## config.mk

```make
export PLATFORM = sky130hd
export DESIGN_NAME = sensor_alarm_ctrl_flat
export DESIGN_NICKNAME = d
export VERILOG_FILES = /design/src/rtl/sensor_alarm_ctrl_if.sv /design/src/rtl/sensor_alarm_ctrl.sv /design/src/flat_wrapper.sv
export SDC_FILE = /design/constraint.sdc
export NUM_CORES = 1
export LEC_CHECK = 0
export CAP_MARGIN = 15
export CORE_AREA = 2 2 50 71
export CTS_CLUSTER_DIAMETER = 30
export DETAILED_ROUTE_END_ITERATION = 8
export DIE_AREA = 0 0 52 73
export PLACE_DENSITY_LB_ADDON = 0.15
export SETUP_SLACK_MARGIN = 0.3
export SYNTH_ARGS = -nofsm -noshare
export SYNTH_HDL_FRONTEND = slang
export SYNTH_SLANG_ARGS = --single-unit
```

## constraint.sdc

```tcl
create_clock -name clk -period 3.2 [get_ports clk]
set_clock_uncertainty 0.15 [all_clocks]
set_input_delay 0.64 -clock clk [delete_from_list [all_inputs] [get_ports clk]]
set_output_delay 0.64 -clock clk [all_outputs]
set_load 0.02 [all_outputs]
```

## src/rtl/sensor_alarm_ctrl_if.sv

```systemverilog
// rtl/sensor_alarm_ctrl_if.sv - sensor alarm controller host/sensor signal bundle
interface sensor_alarm_ctrl_if #(
    parameter int CNT_WIDTH = 8
);
    logic                 error;
    logic [3:0]           sensors;
    logic                 ack;
    logic                 clr_count;
    logic                 alarm;
    logic [3:0]           alarm_code;
    logic [CNT_WIDTH-1:0] fault_count;
    logic                 count_sat;

    modport master (
        output error, sensors, ack, clr_count,
        input  alarm, alarm_code, fault_count, count_sat
    );

    modport slave (
        input  error, sensors, ack, clr_count,
        output alarm, alarm_code, fault_count, count_sat
    );
endinterface

```

## src/rtl/sensor_alarm_ctrl.sv

```systemverilog
// rtl/sensor_alarm_ctrl.sv - debounced sensor fault alarm with latched code and event counter
module sensor_alarm_ctrl #(
    parameter int DEBOUNCE  = 4,
    parameter int CNT_WIDTH = 8
) (
    input logic              clk,
    input logic              n_rst,
    sensor_alarm_ctrl_if.slave bus
);
    typedef enum logic [1:0] {IDLE, QUAL, ALARM, HOLD} state_t;

    localparam logic [7:0]           QLAST   = 8'(DEBOUNCE - 1);
    localparam logic [CNT_WIDTH-1:0] CNT_MAX = '1;
    localparam logic [CNT_WIDTH-1:0] CNT_ONE = CNT_WIDTH'(1);

    state_t               state;
    logic [7:0]           qcnt;
    logic                 alarmReg;
    logic [3:0]           alarmCode;
    logic [CNT_WIDTH-1:0] faultCount;
    logic                 countSat;

    logic                 enterAlarm;
    logic [CNT_WIDTH-1:0] countNext;

    always_comb begin
        enterAlarm = 1'b0;
        if (bus.error) begin
            if (state == IDLE && DEBOUNCE == 1)
                enterAlarm = 1'b1;
            else if (state == QUAL && qcnt == QLAST)
                enterAlarm = 1'b1;
        end
    end

    // A clear coinciding with a new alarm keeps that alarm counted.
    always_comb begin
        countNext = faultCount;
        if (bus.clr_count)
            countNext = enterAlarm ? CNT_ONE : '0;
        else if (enterAlarm && faultCount != CNT_MAX)
            countNext = faultCount + CNT_ONE;
    end

    always_ff @(posedge clk or negedge n_rst) begin
        if (!n_rst) begin
            state      <= IDLE;
            qcnt       <= 8'd0;
            alarmReg   <= 1'b0;
            alarmCode  <= 4'h0;
            faultCount <= '0;
            countSat   <= 1'b0;
        end else begin
            faultCount <= countNext;
            countSat   <= (countNext == CNT_MAX);
            if (enterAlarm) begin
                state     <= ALARM;
                qcnt      <= 8'd0;
                alarmReg  <= 1'b1;
                alarmCode <= bus.sensors;
            end else begin
                case (state)
                    IDLE: begin
                        if (bus.error) begin
                            state <= QUAL;
                            qcnt  <= 8'd1;
                        end
                    end
                    QUAL: begin
                        if (!bus.error) begin
                            state <= IDLE;
                            qcnt  <= 8'd0;
                        end else begin
                            qcnt <= qcnt + 8'd1;
                        end
                    end
                    ALARM: begin
                        if (bus.ack) begin
                            alarmReg <= 1'b0;
                            state    <= bus.error ? HOLD : IDLE;
                        end
                    end
                    HOLD: begin
                        // A fault still present at acknowledge must clear before re-arming.
                        if (!bus.error)
                            state <= IDLE;
                    end
                    default: state <= IDLE;
                endcase
            end
        end
    end

    assign bus.alarm       = alarmReg;
    assign bus.alarm_code  = alarmCode;
    assign bus.fault_count = faultCount;
    assign bus.count_sat   = countSat;
endmodule

```

## src/flat_wrapper.sv

```systemverilog
// flat-port wrapper written by rule: the top's interface ports become plain ports
module sensor_alarm_ctrl_flat 
#(
    parameter int DEBOUNCE  = 4,
    parameter int CNT_WIDTH = 8
)
  (clk, n_rst, bus_error, bus_sensors, bus_ack, bus_clr_count, bus_alarm, bus_alarm_code, bus_fault_count, bus_count_sat);
  sensor_alarm_ctrl_if #(.CNT_WIDTH(CNT_WIDTH)) bus_i ();
  input logic clk;
  input logic n_rst;
  input wire logic [$bits(bus_i.error)-1:0] bus_error;
  input wire logic [$bits(bus_i.sensors)-1:0] bus_sensors;
  input wire logic [$bits(bus_i.ack)-1:0] bus_ack;
  input wire logic [$bits(bus_i.clr_count)-1:0] bus_clr_count;
  output wire logic [$bits(bus_i.alarm)-1:0] bus_alarm;
  output wire logic [$bits(bus_i.alarm_code)-1:0] bus_alarm_code;
  output wire logic [$bits(bus_i.fault_count)-1:0] bus_fault_count;
  output wire logic [$bits(bus_i.count_sat)-1:0] bus_count_sat;
  assign bus_i.error = bus_error;
  assign bus_i.sensors = bus_sensors;
  assign bus_i.ack = bus_ack;
  assign bus_i.clr_count = bus_clr_count;
  assign bus_alarm = bus_i.alarm;
  assign bus_alarm_code = bus_i.alarm_code;
  assign bus_fault_count = bus_i.fault_count;
  assign bus_count_sat = bus_i.count_sat;
  sensor_alarm_ctrl #(.DEBOUNCE(DEBOUNCE), .CNT_WIDTH(CNT_WIDTH)) u_core (.clk(clk), .n_rst(n_rst), .bus(bus_i));
endmodule
```

== Word-level counts from Yosys, hierarchy flattened ==
Index checks and enable logic that the tools add are counted.

* Register bits after elaboration: 24
* Input bits: 9
* Output and inout bits: 14
* Word-level logic and storage cells: 45

* Add/sub/neg operators: 2
* Eq/ne operators: 9
* Muxes and demuxes: 18
* Reductions and logical operators: 10

{| class="wikitable"
|+ Operators by type and width
! cell !! count
|-
| $mux 8 || 5
|-
| $add 8x1->8 const B || 2
|-
| $pmux 8 s2 || 1
|-
| $mux 2 || 5
|-
| $ne 3x2->1 const B || 3
|-
| $eq 8x2->1 const B || 1
|-
| $eq 8x8->1 const B || 1
|-
| $ne 8x8->1 const B || 1
|-
| $mux 1 || 6
|-
| $pmux 2 s3 || 1
|-
| $eq 2x2->1 const B || 2
|-
| $reduce_and 2->1 || 2
|-
| $reduce_bool 2->1 || 2
|-
| $reduce_and 3->1 || 1
|-
| $reduce_bool 3->1 || 1
|-
| $eq 2x1->1 const B || 1
|-
| $logic_and 1x1->1 || 2
|-
| $logic_not 2->1 || 1
|-
| $reduce_or 2->1 || 1
|}

== Longest topological paths before layout ==
* Word-level depth: 8
* Gate-level depth with buffers: 8
* Mapped depth without buffers: 6

== Worst setup path before layout ==
No wires, ideal clock.

* Path type: register to register
* From: register u_core.qcnt[4]
* To: register u_core.countSat, in the netlist u_core.bus.count_sat
* Library setup time: 0.121 ns
* Arrival time: 2.090 ns
* Data required time: 2.929 ns
* Setup slack: 0.839 ns
* Stages on the path, launching flop included: 7
* Buffers on the path: 1
* Period minus slack after synthesis: 2.361 ns
* Cells stage by stage: dfrtp_1 -> or4_4 -> or3_1 -> buf_2 -> o311a_1 -> a31oi_1 -> and4b_1

* Longest elaborated chain between the ends: 8
* Elaborated cells on any way between the ends: 9
* Classes of those cells: eq/ne (2); mux (5); reduce/logical (2)

{| class="wikitable"
|+ Ends and longest elaborated chain
! element !! RTL line !! text
|-
| start, declared || sensor_alarm_ctrl.sv:17 || <nowiki>logic [7:0] qcnt;</nowiki>
|-
| start signal, assigned || sensor_alarm_ctrl.sv:74 || <nowiki>qcnt <= qcnt + 8'd1;</nowiki>
|-
| $eq 8x2->1 (*) || sensor_alarm_ctrl.sv:31 || <nowiki>else if (state == QUAL && qcnt == QLAST)</nowiki>
|-
| $logic_and 1x1->1 (*) || sensor_alarm_ctrl.sv:31 ||
|-
| $mux 1 (*) || sensor_alarm_ctrl.sv:31 ||
|-
| $mux 1 (*) || sensor_alarm_ctrl.sv:28 || <nowiki>if (bus.error) begin</nowiki>
|-
| $logic_and 1x1->1 || sensor_alarm_ctrl.sv:41 || <nowiki>else if (enterAlarm && faultCount != CNT_MAX)</nowiki>
|-
| $mux 8 || sensor_alarm_ctrl.sv:41 ||
|-
| $mux 8 (*) || sensor_alarm_ctrl.sv:39 || <nowiki>if (bus.clr_count)</nowiki>
|-
| $eq 8x8->1 (*) || sensor_alarm_ctrl.sv:55 || <nowiki>countSat <= (countNext == CNT_MAX);</nowiki>
|-
| end signal, assigned || sensor_alarm_ctrl.sv:55 ||
|-
| end, declared || sensor_alarm_ctrl.sv:21 || <nowiki>logic countSat;</nowiki>
|}

Every way passes the cells marked *; elsewhere a longest branch is shown, timed or not.
A chain may end at the register's enable or synchronous reset.

== Worst setup path in the final report ==
* From: input port bus_error
* To: register u_core.countSat, in the netlist u_core.bus.count_sat

* Longest elaborated chain between the ends: 5
* Elaborated cells on any way between the ends: 6
* Classes of those cells: eq/ne (1); mux (4); reduce/logical (1)

{| class="wikitable"
|+ Ends and longest elaborated chain
! element !! RTL line !! text
|-
| start, declared || flat_wrapper.sv:11 || <nowiki>input wire logic [$bits(bus_i.error)-1:0] bus_error;</nowiki>
|-
| $mux 1 (*) || sensor_alarm_ctrl.sv:28 ||
|-
| $logic_and 1x1->1 || sensor_alarm_ctrl.sv:41 ||
|-
| $mux 8 || sensor_alarm_ctrl.sv:41 ||
|-
| $mux 8 (*) || sensor_alarm_ctrl.sv:39 ||
|-
| $eq 8x8->1 (*) || sensor_alarm_ctrl.sv:55 ||
|}

Marks and branches as above.

==> run_summary.xml <==
<?xml version="1.0" encoding="UTF-8"?>
<metrics>
  <group name="run_status">
    <metric name="outcome" unit="">completed</metric>
  </group>
  <group name="floorplanning">
    <metric name="core-area" unit="mm^2">0.00322</metric>
    <metric name="die_area" unit="mm^2">0.00380</metric>
    <metric name="fp.dieH" unit="um">73</metric>
    <metric name="core.rowCount" unit="">25</metric>
    <metric name="die-width" unit="um">52</metric>
    <metric name="num_ports" unit="">23</metric>
    <metric name="initial_core_util" unit="%">39.7</metric>
  </group>
  <group name="grt">
    <metric name="grt_pass1_wl" unit="um">5130</metric>
    <metric name="pin_count_of_the_biggest_net_entering_global_routing" unit="">25</metric>
    <metric name="grt_antenna_before_repair" unit="">0</metric>
    <metric name="overall_fraction_of_global_route_tracks_in_use" unit="%">17.4</metric>
    <metric name="vias_in_the_first_global_route" unit="">1158</metric>
    <metric name="globalRoute.totalOverflow" unit="">0</metric>
  </group>
  <group name="pwr">
    <metric name="pwr_density_cell" unit="mW/mm^2">477</metric>
    <metric name="power.static_leakage" unit="nW">0.681</metric>
    <metric name="totalPowerFinal" unit="uW">777</metric>
    <metric name="power.ir.vdd_worst" unit="mV">0.288</metric>
  </group>
  <group name="route">
    <metric name="drt-total-wl" unit="um">2850</metric>
    <metric name="initialDrtViolationCount" unit="">19</metric>
    <metric name="drt_drc_violations_left" unit="">0</metric>
    <metric name="routedWlPerCell" unit="um">14.0</metric>
    <metric name="drt-vias-per-instance" unit="">5.31</metric>
    <metric name="routed-via-count" unit="">1078</metric>
    <metric name="route.antenna.remaining_nets" unit="">0</metric>
    <metric name="first_pass_iters" unit="">4</metric>
  </group>
  <group name="place">
    <metric name="placed_cell_area" unit="mm^2">0.00156</metric>
    <metric name="dpl.hpwl" unit="um">2180</metric>
    <metric name="portBuffers" unit="">22</metric>
    <metric name="gp_congestion" unit="">0.781</metric>
  </group>
  <group name="critical_path">
    <metric name="reg_to_reg_critical_path_startpoint" unit="">u_core.qcnt[4]</metric>
    <metric name="worstReg2RegEnd" unit="">u_core.bus.count_sat</metric>
    <metric name="critPathCapture" unit="">u_core.bus.count_sat</metric>
    <metric name="startpoint" unit="">bus_error</metric>
    <metric name="crit_path_max_fanout" unit="">7</metric>
    <metric name="setup.worst_path.class" unit="">input pin to register</metric>
    <metric name="critPathArrivalTime" unit="ns">2.74</metric>
    <metric name="worstPathRequired" unit="ns">3.25</metric>
    <metric name="ff2ff_path_depth" unit="">6</metric>
    <metric name="reg2reg_setup_slack" unit="ns">0.61</metric>
    <metric name="setup.worst_path.end_class" unit="">register</metric>
    <metric name="critical_path.startpoint_type" unit="">input pin</metric>
  </group>
  <group name="synthesis">
    <metric name="yosysSeqAreaShare" unit="%">47.0</metric>
    <metric name="yosys_most_used_dff" unit="">sky130_fd_sc_hd__dfrtp_1</metric>
    <metric name="yosys.area_share.simple" unit="%">31.1</metric>
    <metric name="main_combinational_cell_family_by_area_after_synthesis" unit="">simple AND/OR/NAND/NOR gates</metric>
    <metric name="synth-seq-cells" unit="">24</metric>
    <metric name="ys.warnings.count" unit="">0</metric>
    <metric name="synth_compound_area_share" unit="%">10.1</metric>
    <metric name="synthesis.instances" unit="">138</metric>
    <metric name="postSynthAreaPerCell" unit="um^2">9.27</metric>
    <metric name="mappedNetlistArea" unit="mm^2">0.00128</metric>
    <metric name="synth_adder_area_share" unit="%">1.96</metric>
    <metric name="post_synth_most_frequent_cells" unit="">24 x sky130_fd_sc_hd__dfrtp_1, 24 x sky130_fd_sc_hd__nand2_1, 16 x sky130_fd_sc_hd__nor2_1</metric>
    <metric name="synth.mux.area_fraction" unit="%">0.783</metric>
    <metric name="synth_xor_xnor_area_share" unit="%">6.85</metric>
    <metric name="synth.top_cell.area_share" unit="%">47.0</metric>
    <metric name="post_synth_num_cell_types" unit="">38</metric>
    <metric name="ys_async_sr_fraction" unit="%">100</metric>
    <metric name="postSynthNetCount" unit="">149</metric>
    <metric name="yosys-top-cells-area" unit="">sky130_fd_sc_hd__dfrtp_1 47%, sky130_fd_sc_hd__nand2_1 7.0%, sky130_fd_sc_hd__xnor2_1 5.5%</metric>
    <metric name="synth-edff-count" unit="">0</metric>
    <metric name="yosysTopAreaCell" unit="">sky130_fd_sc_hd__dfrtp_1</metric>
  </group>
  <group name="timing">
    <metric name="whs" unit="ns">0.327</metric>
    <metric name="period_needed" unit="ns">2.69</metric>
    <metric name="post-route-period-util" unit="%">84.1</metric>
    <metric name="timing.slew.headroom" unit="%">63.1</metric>
    <metric name="timing.final.hold_violations" unit="">0</metric>
    <metric name="final.setup.tns" unit="ns">0</metric>
    <metric name="final_max_slew_viol_count" unit="">0</metric>
    <metric name="rsz0062_at_grt" unit="">no</metric>
    <metric name="maximum_operating_frequency" unit="GHz">0.372</metric>
    <metric name="actual_transition_at_the_worst_max_transition_pin" unit="ns">0.552</metric>
    <metric name="report.final.setup_viol" unit="">0</metric>
  </group>
  <group name="clock_tree">
    <metric name="maximum_level_of_the_cts_h_tree" unit="">1</metric>
    <metric name="worst_skew_pair.late_latency" unit="ns">0.26</metric>
    <metric name="cts_post_setup_buffers_inserted" unit="">0</metric>
    <metric name="post_cts_resized" unit="">0</metric>
    <metric name="clock_sink_count" unit="">24</metric>
    <metric name="clk_transition_reported_paths" unit="ns">0.08</metric>
    <metric name="cts-hold-fix-buffers" unit="">0</metric>
    <metric name="ctsRootBufferMaster" unit="">sky130_fd_sc_hd__clkbuf_8</metric>
    <metric name="clock_path_buffers" unit="">2</metric>
    <metric name="number_of_buffers_created_by_cts" unit="">3</metric>
    <metric name="cts_tree" unit="">built</metric>
  </group>
  <group name="cells_and_area">
    <metric name="fin_nets" unit="">175</metric>
    <metric name="layout.filler_cells" unit="">316</metric>
    <metric name="multi_input_area" unit="um^2">649</metric>
    <metric name="diodes" unit="">0</metric>
    <metric name="proportion_of_layout_cells_with_a_drive_suffix_above_1" unit="%">8.59</metric>
    <metric name="synthToLayoutAreaGrowth" unit="%">27.4</metric>
    <metric name="final_area" unit="mm^2">0.00163</metric>
    <metric name="sequential_cell_area" unit="um^2">601</metric>
  </group>
  <group name="min_path">
    <metric name="hold_path_depth" unit="">2</metric>
    <metric name="hold_path.class" unit="">register to register</metric>
  </group>
  <group name="flow_run">
    <metric name="max_cap_viol_count" unit="">0</metric>
  </group>
</metrics>
## critical path, cell delays in order
cell and delay [ns]:
sky130_fd_sc_hd__clkdlybuf4s50_1 0.56, sky130_fd_sc_hd__nand4bb_1 0.19, sky130_fd_sc_hd__or3_1 0.52, sky130_fd_sc_hd__buf_4 0.21, sky130_fd_sc_hd__nor2_1 0.24, sky130_fd_sc_hd__a31oi_1 0.13, sky130_fd_sc_hd__and4b_1 0.25
## flip-flops by register name, indices dropped and copies added (netlist names)
| register | count |
|---|---|
| u_core.state | 2 |
| u_core.bus.alarm | 1 |
| u_core.bus.alarm_code | 4 |
| u_core.qcnt | 8 |
| u_core.bus.fault_count | 8 |
| u_core.bus.count_sat | 1 |
## how the worst min path moves through the flow
stage | startpoint | slack (ns) | to
after floorplan | n_rst | 0.19 | u_core.bus.alarm
after global placement | u_core.bus.alarm_code[1] | 0.31 | u_core.bus.alarm_code[1]
after detailed placement | u_core.bus.alarm_code[3] | 0.31 | u_core.bus.alarm_code[3]
after CTS | u_core.bus.alarm_code[3] | 0.33 | u_core.bus.alarm_code[3]
after global routing | u_core.bus.alarm_code[1] | 0.36 | u_core.bus.alarm_code[1]
final | u_core.bus.alarm_code[3] | 0.33 | u_core.bus.alarm_code[3]
## per-layer routing
metal / vias to the layer above / GRT usage, % / routed length (um)
met5: - / 0 / 0
li1: 531 / - / -
met1: 522 / 19.5 / 1180
met4: 0 / 8.19 / 57
met2: 19 / 31.2 / 1540
met3: 6 / 3.07 / 72
## logic make-up after synthesis
logic type	count (synthesis)
XOR/XNOR	10
AND/OR/NAND/NOR	75
flip-flops	24
multiplexers	1
buffers and inverters	7
adder cells (fa/ha/maj)	2
AO/OA/AOI/OAI	19
## where the power goes
part	internal (mW)	switching (mW)
combinational	0.0752	0.0831
sequential	0.336	0.0218
clock	0.167	0.0941
## layout make-up
cell class | instances | area share, %
multi-input cells | 107 | 39.9
flip-flops and latches | 24 | 36.9
repair buffers | 26 | 15.4
well taps | 40 | 3.07
clock buffers | 3 | 2.53
clock inverters | 1 | 1.84
inverters | 2 | 0.461
## stage by stage
stage                     setup WS, ns  instances  utilization [%]
after floorplan                  0.839        138                -
after global placement           0.330        199             48.3
after detailed placement         0.253        199             48.3
after CTS                        0.530        203             50.6
after global routing             0.361        203             50.6
final                            0.509        203             50.6
## cell usage in the layout, fill, tap and decap left out, types with 2 or more instances in the layout
cell type	instances
sky130_fd_sc_hd__clkdlybuf4s50_1	22
sky130_fd_sc_hd__a21oi_1	3
sky130_fd_sc_hd__clkbuf_8	3
sky130_fd_sc_hd__nor3_2	2
sky130_fd_sc_hd__nor4_1	2
sky130_fd_sc_hd__nor3_1	3
sky130_fd_sc_hd__o32ai_1	3
sky130_fd_sc_hd__inv_1	2
sky130_fd_sc_hd__nand2_1	24
sky130_fd_sc_hd__and3_1	4
sky130_fd_sc_hd__nand3_1	6
sky130_fd_sc_hd__dfrtp_1	24
sky130_fd_sc_hd__nor3b_1	3
sky130_fd_sc_hd__xnor2_1	8
sky130_fd_sc_hd__o21ai_0	7
sky130_fd_sc_hd__buf_4	4
sky130_fd_sc_hd__nor2b_1	2
sky130_fd_sc_hd__nand2b_1	3
sky130_fd_sc_hd__nor2_1	16
sky130_fd_sc_hd__xor2_1	2
sky130_fd_sc_hd__ha_1	2
No activity file was read; power rests on OpenSTA's default activity.
